--- src/rtl/mmio_io_hub_if.sv ---
// MCU IO bus bundle for the OTTER_MCU IOBUS side of the IO hub.
// The master drives address, write data and write enable; the slave returns
// combinational read data.
interface mmio_io_hub_if;
    logic [31:0] IOBUS_ADDR;
    logic [31:0] IOBUS_OUT;
    logic        IOBUS_WR;
    logic [31:0] IOBUS_IN;

    modport master (
        output IOBUS_ADDR,
        output IOBUS_OUT,
        output IOBUS_WR,
        input  IOBUS_IN
    );

    modport slave (
        input  IOBUS_ADDR,
        input  IOBUS_OUT,
        input  IOBUS_WR,
        output IOBUS_IN
    );
endinterface

--- src/rtl/mmio_io_hub.sv ---
// Memory-mapped IO hub between the OTTER_MCU IOBUS and board peripherals.
// Three banks are decoded by exact address match at BASE + k*STRIDE:
//   - NUM_OUT output registers, each with a one-cycle write strobe
//   - NUM_IN input ports behind 2-flop synchronisers
//   - interrupt controller: IRQ_PEND (write-1-to-clear) and IRQ_MASK
// Reads are combinational and side-effect free; unmapped addresses read 0.
module mmio_io_hub #(
    parameter int          NUM_OUT   = 4,
    parameter int          NUM_IN    = 4,
    parameter int          NUM_IRQ   = 2,
    parameter int          DW        = 16,
    parameter logic [31:0] IN_BASE   = 32'h1100_0000,
    parameter logic [31:0] OUT_BASE  = 32'h1120_0000,
    parameter logic [31:0] CTRL_BASE = 32'h1140_0000,
    parameter logic [31:0] STRIDE    = 32'h0004_0000
) (
    input  logic                    CLK,
    input  logic                    RESET,
    mmio_io_hub_if.slave            iobus,
    input  logic [NUM_IN*DW-1:0]    IN_DATA,
    output logic [NUM_OUT*DW-1:0]   OUT_DATA,
    output logic [NUM_OUT-1:0]      OUT_STB,
    input  logic [NUM_IRQ-1:0]      IRQ_SRC,
    output logic                    INTR
);

    // ------------------------------------------------------------------
    // Elaboration-time parameter checks
    // ------------------------------------------------------------------

    // Closed address interval [base, base + (n-1)*STRIDE], computed in 64 bits
    // so a bank running past the top of the 32-bit space is still caught.
    function automatic logic [63:0] bank_hi(input logic [31:0] base, input int n);
        return {32'h0, base} + (64'(n) - 64'd1) * {32'h0, STRIDE};
    endfunction

    function automatic bit banks_overlap(input logic [31:0] a_base, input int a_n,
                                         input logic [31:0] b_base, input int b_n);
        return ({32'h0, a_base} <= bank_hi(b_base, b_n)) &&
               ({32'h0, b_base} <= bank_hi(a_base, a_n));
    endfunction

    localparam bit ADDR_CLASH =
        banks_overlap(IN_BASE,  NUM_IN,  OUT_BASE,  NUM_OUT) ||
        banks_overlap(IN_BASE,  NUM_IN,  CTRL_BASE, 2)       ||
        banks_overlap(OUT_BASE, NUM_OUT, CTRL_BASE, 2)       ||
        (bank_hi(IN_BASE,   NUM_IN)  > 64'hFFFF_FFFF)        ||
        (bank_hi(OUT_BASE,  NUM_OUT) > 64'hFFFF_FFFF)        ||
        (bank_hi(CTRL_BASE, 2)       > 64'hFFFF_FFFF);

    localparam bit PARAM_RANGE_BAD =
        (NUM_OUT < 1) || (NUM_OUT > 16) ||
        (NUM_IN  < 1) || (NUM_IN  > 16) ||
        (NUM_IRQ < 1) || (NUM_IRQ > 32) ||
        (DW      < 1) || (DW      > 32) ||
        (STRIDE == 32'h0);

    generate
        if (ADDR_CLASH) begin : g_addr_clash
            $fatal(1, "mmio_io_hub: IN/OUT/CTRL address ranges overlap");
        end
        if (PARAM_RANGE_BAD) begin : g_param_range
            $fatal(1, "mmio_io_hub: parameter out of supported range");
        end
    endgenerate

    localparam logic [31:0] PEND_ADDR = CTRL_BASE;
    localparam logic [31:0] MASK_ADDR = CTRL_BASE + STRIDE;

    // ------------------------------------------------------------------
    // State
    // ------------------------------------------------------------------
    logic [NUM_OUT-1:0][DW-1:0] out_q,      out_d;
    logic [NUM_OUT-1:0]         out_stb_q,  out_stb_d;
    logic [NUM_IN*DW-1:0]       in_s1_q,    in_s1_d;
    logic [NUM_IN*DW-1:0]       in_s2_q,    in_s2_d;
    logic [NUM_IRQ-1:0]         irq_s1_q,   irq_s1_d;
    logic [NUM_IRQ-1:0]         irq_s2_q,   irq_s2_d;
    logic [NUM_IRQ-1:0]         irq_dly_q,  irq_dly_d;
    logic [NUM_IRQ-1:0]         pend_q,     pend_d;
    logic [NUM_IRQ-1:0]         mask_q,     mask_d;
    logic                       intr_q,     intr_d;

    // Decode results
    logic [NUM_OUT-1:0] out_hit;
    logic [NUM_IN-1:0]  in_hit;
    logic               pend_hit;
    logic               mask_hit;

    logic [NUM_IRQ-1:0] irq_rise;
    logic [NUM_IRQ-1:0] pend_clr;
    logic [31:0]        rdata;

    // Only the low DW / NUM_IRQ bits of the write data are meaningful.
    logic unused_wdata;
    assign unused_wdata = ^iobus.IOBUS_OUT;

    // ------------------------------------------------------------------
    // Address decode: exact match against every bank slot
    // ------------------------------------------------------------------

    // Compare the bus address against each generated register address.
    always_comb begin
        out_hit  = '0;
        in_hit   = '0;
        for (int k = 0; k < NUM_OUT; k++) begin
            out_hit[k] = (iobus.IOBUS_ADDR == OUT_BASE + 32'(k) * STRIDE);
        end
        for (int k = 0; k < NUM_IN; k++) begin
            in_hit[k] = (iobus.IOBUS_ADDR == IN_BASE + 32'(k) * STRIDE);
        end
        pend_hit = (iobus.IOBUS_ADDR == PEND_ADDR);
        mask_hit = (iobus.IOBUS_ADDR == MASK_ADDR);
    end

    // ------------------------------------------------------------------
    // Output registers and strobes
    // ------------------------------------------------------------------

    // Load the addressed output register and raise its strobe for one cycle.
    always_comb begin
        out_d     = out_q;
        out_stb_d = '0;
        if (iobus.IOBUS_WR) begin
            for (int k = 0; k < NUM_OUT; k++) begin
                if (out_hit[k]) begin
                    out_d[k]     = iobus.IOBUS_OUT[DW-1:0];
                    out_stb_d[k] = 1'b1;
                end
            end
        end
    end

    // ------------------------------------------------------------------
    // Input synchronisers
    // ------------------------------------------------------------------

    // Two-flop synchroniser on every raw input bit.
    always_comb begin
        in_s1_d = IN_DATA;
        in_s2_d = in_s1_q;
    end

    // ------------------------------------------------------------------
    // Interrupt controller
    // ------------------------------------------------------------------

    // Rising-edge detect on the synchronised sources.
    assign irq_rise = irq_s2_q & ~irq_dly_q;

    // Synchronise sources, update pending (set beats W1C), mask and INTR.
    always_comb begin
        irq_s1_d  = IRQ_SRC;
        irq_s2_d  = irq_s1_q;
        irq_dly_d = irq_s2_q;

        pend_clr = '0;
        mask_d   = mask_q;
        if (iobus.IOBUS_WR && pend_hit) begin
            pend_clr = iobus.IOBUS_OUT[NUM_IRQ-1:0];
        end
        if (iobus.IOBUS_WR && mask_hit) begin
            mask_d = iobus.IOBUS_OUT[NUM_IRQ-1:0];
        end

        pend_d = (pend_q & ~pend_clr) | irq_rise;
        intr_d = |(pend_q & mask_q);
    end

    // ------------------------------------------------------------------
    // Read mux
    // ------------------------------------------------------------------

    // Zero-extended combinational read of whichever register is addressed.
    always_comb begin
        rdata = '0;
        for (int k = 0; k < NUM_OUT; k++) begin
            if (out_hit[k]) begin
                rdata[DW-1:0] = out_q[k];
            end
        end
        for (int k = 0; k < NUM_IN; k++) begin
            if (in_hit[k]) begin
                rdata[DW-1:0] = in_s2_q[k*DW +: DW];
            end
        end
        if (pend_hit) begin
            rdata[NUM_IRQ-1:0] = pend_q;
        end
        if (mask_hit) begin
            rdata[NUM_IRQ-1:0] = mask_q;
        end
    end

    assign iobus.IOBUS_IN = rdata;

    // ------------------------------------------------------------------
    // State registers
    // ------------------------------------------------------------------

    // All hub state clears asynchronously on RESET.
    always_ff @(posedge CLK or posedge RESET) begin
        if (RESET) begin
            out_q     <= '0;
            out_stb_q <= '0;
            in_s1_q   <= '0;
            in_s2_q   <= '0;
            irq_s1_q  <= '0;
            irq_s2_q  <= '0;
            irq_dly_q <= '0;
            pend_q    <= '0;
            mask_q    <= '0;
            intr_q    <= 1'b0;
        end else begin
            out_q     <= out_d;
            out_stb_q <= out_stb_d;
            in_s1_q   <= in_s1_d;
            in_s2_q   <= in_s2_d;
            irq_s1_q  <= irq_s1_d;
            irq_s2_q  <= irq_s2_d;
            irq_dly_q <= irq_dly_d;
            pend_q    <= pend_d;
            mask_q    <= mask_d;
            intr_q    <= intr_d;
        end
    end

    assign OUT_DATA = out_q;
    assign OUT_STB  = out_stb_q;
    assign INTR     = intr_q;

endmodule

--- src/flat_wrapper.sv ---
// flat-port wrapper written by rule: the top's interface ports become plain ports
module mmio_io_hub_flat 
#(
    parameter int          NUM_OUT   = 4,
    parameter int          NUM_IN    = 4,
    parameter int          NUM_IRQ   = 2,
    parameter int          DW        = 16,
    parameter logic [31:0] IN_BASE   = 32'h1100_0000,
    parameter logic [31:0] OUT_BASE  = 32'h1120_0000,
    parameter logic [31:0] CTRL_BASE = 32'h1140_0000,
    parameter logic [31:0] STRIDE    = 32'h0004_0000
)
  (CLK, RESET, IN_DATA, OUT_DATA, OUT_STB, IRQ_SRC, INTR, iobus_IOBUS_ADDR, iobus_IOBUS_OUT, iobus_IOBUS_WR, iobus_IOBUS_IN);
  mmio_io_hub_if iobus_i ();
  input  logic CLK;
  input  logic RESET;
  input  logic [NUM_IN*DW-1:0] IN_DATA;
  output logic [NUM_OUT*DW-1:0] OUT_DATA;
  output logic [NUM_OUT-1:0] OUT_STB;
  input  logic [NUM_IRQ-1:0] IRQ_SRC;
  output logic INTR;
  input wire logic [$bits(iobus_i.IOBUS_ADDR)-1:0] iobus_IOBUS_ADDR;
  input wire logic [$bits(iobus_i.IOBUS_OUT)-1:0] iobus_IOBUS_OUT;
  input wire logic [$bits(iobus_i.IOBUS_WR)-1:0] iobus_IOBUS_WR;
  output wire logic [$bits(iobus_i.IOBUS_IN)-1:0] iobus_IOBUS_IN;
  assign iobus_i.IOBUS_ADDR = iobus_IOBUS_ADDR;
  assign iobus_i.IOBUS_OUT = iobus_IOBUS_OUT;
  assign iobus_i.IOBUS_WR = iobus_IOBUS_WR;
  assign iobus_IOBUS_IN = iobus_i.IOBUS_IN;
  mmio_io_hub #(.NUM_OUT(NUM_OUT), .NUM_IN(NUM_IN), .NUM_IRQ(NUM_IRQ), .DW(DW), .IN_BASE(IN_BASE), .OUT_BASE(OUT_BASE), .CTRL_BASE(CTRL_BASE), .STRIDE(STRIDE)) u_core (.CLK(CLK), .RESET(RESET), .iobus(iobus_i), .IN_DATA(IN_DATA), .OUT_DATA(OUT_DATA), .OUT_STB(OUT_STB), .IRQ_SRC(IRQ_SRC), .INTR(INTR));
endmodule
--- config.mk ---
export PLATFORM = sky130hd
export DESIGN_NAME = mmio_io_hub_flat
export DESIGN_NICKNAME = d
export VERILOG_FILES = /design/src/rtl/mmio_io_hub_if.sv /design/src/rtl/mmio_io_hub.sv /design/src/flat_wrapper.sv
export SDC_FILE = /design/constraint.sdc
export NUM_CORES = 1
export LEC_CHECK = 0
export BUFFER_PORTS_ARGS = -buffer_cell sky130_fd_sc_hd__buf_2
export CELL_PAD_IN_SITES_DETAIL_PLACEMENT = 1
export CELL_PAD_IN_SITES_GLOBAL_PLACEMENT = 2
export CORE_ASPECT_RATIO = 1.4
export CORE_MARGIN = 10
export CORE_UTILIZATION = 34
export DETAILED_ROUTE_END_ITERATION = 7
export PLACE_DENSITY_LB_ADDON = 0.25
export SYNTH_ARGS = -nofsm -noshare
export SYNTH_HDL_FRONTEND = slang
export SYNTH_SLANG_ARGS = --single-unit
--- constraint.sdc ---
create_clock -name CLK -period 8.49 [get_ports CLK]
set_input_delay 1.2735 -clock CLK [delete_from_list [all_inputs] [get_ports CLK]]
set_output_delay 1.2735 -clock CLK [all_outputs]
set_load 0.1 [all_outputs]
* Word-level counts from Yosys, hierarchy flattened
Cells that the tools add are included.
Storage, ports and cells: latch bits 0, bits in writable memories 0, memories 0, flip-flop bits (word level) 207, word-level logic and storage cells 52, ROM bits 0
Cells by class: $add $sub $neg 0, shift operators 0, eq/ne operators 10, mux-type cells 16, bitwise gates (word level) 6, divide/modulo/power cells 0, reductions and logical operators 7, $mul 0, order comparisons 0
Operators with widths (count):
- == test 32 x 29 -> 1 bit, second input constant | 10
- 2-to-1 mux 16 bit | 8
- AND reduction 2 bit | 4
- bitwise AND 2 bit | 3
- 2-to-1 mux 2 bit | 3
- 2-to-1 mux 1 bit | 4
- 2-to-1 mux 4 bit | 1
- NOT 2 bit | 2
- logical AND 1 bit | 2
- bitwise OR 2 bit | 1
- OR reduction 2 bit | 1

* Longest topological paths before layout
depth after elaboration 11, mapped depth 9

* Least setup slack after synthesis
No wires, ideal clock.
kind input-to-output, start point in iobus_IOBUS_ADDR[10], end point out iobus_IOBUS_IN[1], path buffers 0, stages on the path 4, data required time 7.217 ns, path slack 2.167 ns, data arrival time 5.049 ns, cells stage by stage nor4_2 -> and4_1 -> nand3_1 -> o41ai_1
On the way: word-level cells in the longest chain between the ends 11, elaborated cells between the ends (all ways) 20
RTL lines:
- start, declared | RTL line flat_wrapper.sv:22 | input wire logic [$bits(iobus_i.IOBUS_ADDR)-1:0] iobus_IOBUS_ADDR;
- == test 32 x 29 -> 1 bit | RTL line mmio_io_hub.sv:107 | out_hit[k] = (iobus.IOBUS_ADDR == OUT_BASE + 32'(k) * STRIDE);
- 2-to-1 mux 16 bit (4 in a row) | RTL line mmio_io_hub.sv:178 | if (out_hit[k]) begin
- 2-to-1 mux 16 bit (4 in a row) | RTL line mmio_io_hub.sv:183 | if (in_hit[k]) begin
- 2-to-1 mux 2 bit | RTL line mmio_io_hub.sv:187 | if (pend_hit) begin
- 2-to-1 mux 2 bit (*) | RTL line mmio_io_hub.sv:190 | if (mask_hit) begin
- end, declared | RTL line flat_wrapper.sv:25 | output wire logic [$bits(iobus_i.IOBUS_IN)-1:0] iobus_IOBUS_IN;
Mark *: on every way between the ends. The rest lies on a longest branch, timed or not.

* Final worst setup path
start point in iobus_IOBUS_ADDR[18], end point out iobus_IOBUS_IN[4]
On the way: word-level cells in the longest chain between the ends 9, elaborated cells between the ends (all ways) 16
RTL lines (RTL line):
- == test 32 x 29 -> 1 bit | mmio_io_hub.sv:107
- 2-to-1 mux 16 bit (4 in a row) | mmio_io_hub.sv:178
- 2-to-1 mux 16 bit (3 in a row) | mmio_io_hub.sv:183
- 2-to-1 mux 16 bit (*) | mmio_io_hub.sv:183
Marks and branches as above.

==> qor.yml <==
logic_synthesis:
  synth_top_area_cell: "dfrtp_1"
  synth_top_family_by_area: "multiplexers"
  avgSynthCellArea_um2: 15.5
  seq_area_frac_synth: 0.673
  ys_ff_latch: 207
  synth_top_area_share: 0.673
  synth_edf_count: 0
  yosysUniqueCellTypes: 47
  syn_area_um2: 7700
  yosys-top-cells-area: "dfrtp_1, mux2_2, mux2_4, mux4_2, buf_4"
  synthArstFlopShare: 1.00
  synthAdderAreaFrac: 0
  synth_warnings: 0
  synth_xor_area_frac: 0
  synth.area.mux_share: 0.168
  syn_inst: 496
  synth_flop_cell: "dfrtp_1"
  synth_compound_area_frac: 0.0608
  synthSimpleGateAreaFrac: 0.0613
critical_path:
  reg2reg_from: "u_core.OUT_DATA[41]"
  startpoint: "iobus_IOBUS_ADDR[18]"
  cp-end-kind: "output pin"
  startpoint_type: "input pin"
  crit_arrival_ns: 4.22
  worstPathMaxFanout: 22
  cp_data_required_time_ns: 7.22
  worstSetupPathType: "in -> out"
sta:
  fin_setup_tns_ns: 0
  drv_slew: 0
  setup_viol: 0
  fin_hold_ws_ns: 0.330
  rsz0062_at_grt: "no"
  max_slew_margin: 0.346
  worst_pin_slew_ns: 0.979
  hold_violations: 0
  period_needed_ns: 5.49
  skew_ns: 0.0251
  post-route-period-util: 0.647
  max_freq_mhz: 182
hold_path:
  hold_class: "reg -> reg"
  min-delay-start: "u_core.in_s1_q[15]"
global_routing:
  antenna_found_initial: 2
  grt_max_degree: 143
  grt_pass1_wl_mm: 35.5
  grt_pass1_vias: 5871
  grt_overflow: 0
  track_usage: 0.157
drt:
  via_count: 4938
  wl_per_cell_um: 23.0
  ant_nets: 0
  vias_per_cell: 4.84
  wirelength_mm: 23.4
  dr.pass1.iters: 5
  drt_drc_violations_left: 0
  drt_iter0_drc: 238
power:
  ir_drop_uv: 116
  total_power_uw: 2080
  leakagePower_uw: 0.00492
  power.density_nw_per_um2: 215
clock_tree:
  clockRootBuffer: "clkbuf_16"
  cts-buffers-inserted: 22
  post_cts_resized: 0
  h-tree-depth: 1
  cts_setup_buffers: 0
  cts.path.max_buffers: 3
  cts_tree: "built"
  worstSkewPairLatency_ns: 0.52
  clk_pin_slew_ns: 0.07
  ctsHoldBuffers: 0
  cts.sink_count: 207
place:
  place_congestion: 0.739
  dp_hpwl_mm: 16.5
  io_buffers: 201
  placed_cell_area_um2: 8940
die:
  start_util: 0.343
  coreArea_um2: 22400
  dieArea_um2: 29200
  rows: 65
  io_pins: 234
  die_h_um: 198
  die_x_um: 147
outcome:
  status: "completed"
finish:
  syn_to_final_growth_pct: 25.5
  final_util: 0.430
  nFillCells: 2391
  final_nets: 836
  drive_above_1_share: 0.483
  finish.instance_area_um2: 9660
flow_run:
  drv_cap: 0
==> cell usage in the layout, fill, tap and decap left out, types with 6 or more instances in the layout <==
cell type / count
nor2_1: 11
o22ai_1: 12
buf_2: 201
buf_4: 6
mux2_4: 27
nand3_1: 13
conb_1: 16
nand2_1: 14
dfrtp_1: 207
o21ai_0: 22
a22oi_1: 8
mux2_2: 55
mux4_2: 10
a22o_1: 7
clkbuf_16: 22
inv_1: 8
==> through the flow <==
step / std cells / setup WS, ns
after CTS: 1019 / 2.90
after global placement: 980 / 2.92
after floorplan: 511 / 1.56
after detailed placement: 980 / 2.91
final: 1020 / 3.00
after global routing: 1019 / 2.79
==> logic make-up after synthesis <==
logic type	after synthesis
buffers and inverters	48
and+or+nand+nor	73
muxes	96
DFF	207
other	1
AOI/OAI and AO/OA	71
==> routing by layer <==
layer  vias to the layer above  global-route usage  share of wire
met5                         -                   0        0.00056
met4                         2              0.0504          0.027
met3                        39              0.0432          0.064
met2                       177               0.280           0.52
met1                      2562               0.178           0.39
li1                       2158                   -              -
==> registers in the layout, summed over array words and instances (netlist names) <==
register	cells
u_core.INTR	1
u_core.OUT_DATA	64
u_core.OUT_STB	4
u_core.in_s1_q	64
u_core.in_s2_q	64
u_core.irq_dly_d	2
u_core.irq_dly_q	2
u_core.irq_s1_q	2
u_core.mask_q	2
u_core.pend_q	2
==> worst max-delay path, cell delays in order <==
cell and delay (ns):
buf_2 0.49, buf_4 0.42, nand3b_1 0.76, o22ai_1 0.20
or3_1 0.38, a21oi_1 0.20, buf_2 0.47
==> synth_stat cells (2+ instances only) <==
cell type,instances
nand2_4,2
nand3_4,2
buf_2,7
dfrtp_1,207
a32oi_1,4
and2_1,2
nor4_1,2
nor2b_1,2
buf_4,16
nor2_1,11
inv_1,9
buf_1,2
mux2_2,55
or3_1,4
nor4_2,4
nand2_1,14
mux2i_1,4
nor4b_1,3
a21oi_1,5
clkbuf_1,9
o211ai_1,5
mux2_4,27
o22ai_1,12
mux4_2,10
and3_1,4
nand3_1,13
nand4_1,2
a22o_1,7
buf_6,5
nand3b_1,2
a22oi_1,8
o21ai_0,22
==> layout make-up <==
type	count	area [um^2]	area share
sequential	207	5180	0.536
multi-input combinational	256	2290	0.237
inverter	9	41.3	0.00427
tap	301	377	0.0390
antenna	1	2.50	0.000259
clock buffer	32	638	0.0660
timing repair buffer	207	1050	0.109
clock inverter	7	78.8	0.00816
==> power by group <==
group | leakage, uW | total (uW) | internal [uW] | switching, uW
combinational | 0.00200 | 112 | 31.5 | 80.3
sequential | 0.00257 | 1030 | 1020 | 9.02
clock | 0.000354 | 937 | 554 | 384
total | 0.00492 | 2080 | 1600 | 473
==> worst paths after layout <==
check	slack (ns)	cells after the start	to
hold reg to reg	0.33	0	u_core.in_s2_q[15]
hold / removal	0.33	0	u_core.in_s2_q[15]
max in group asynchronous	6.05	3	u_core.OUT_DATA[62]
setup / recovery	3.00	7	iobus_IOBUS_IN[4]
setup reg to reg	7.68	1	u_core.OUT_DATA[41]
min in group asynchronous	0.97	2	u_core.in_s1_q[9]
Note: power is estimated with default switching activity, not from simulation.
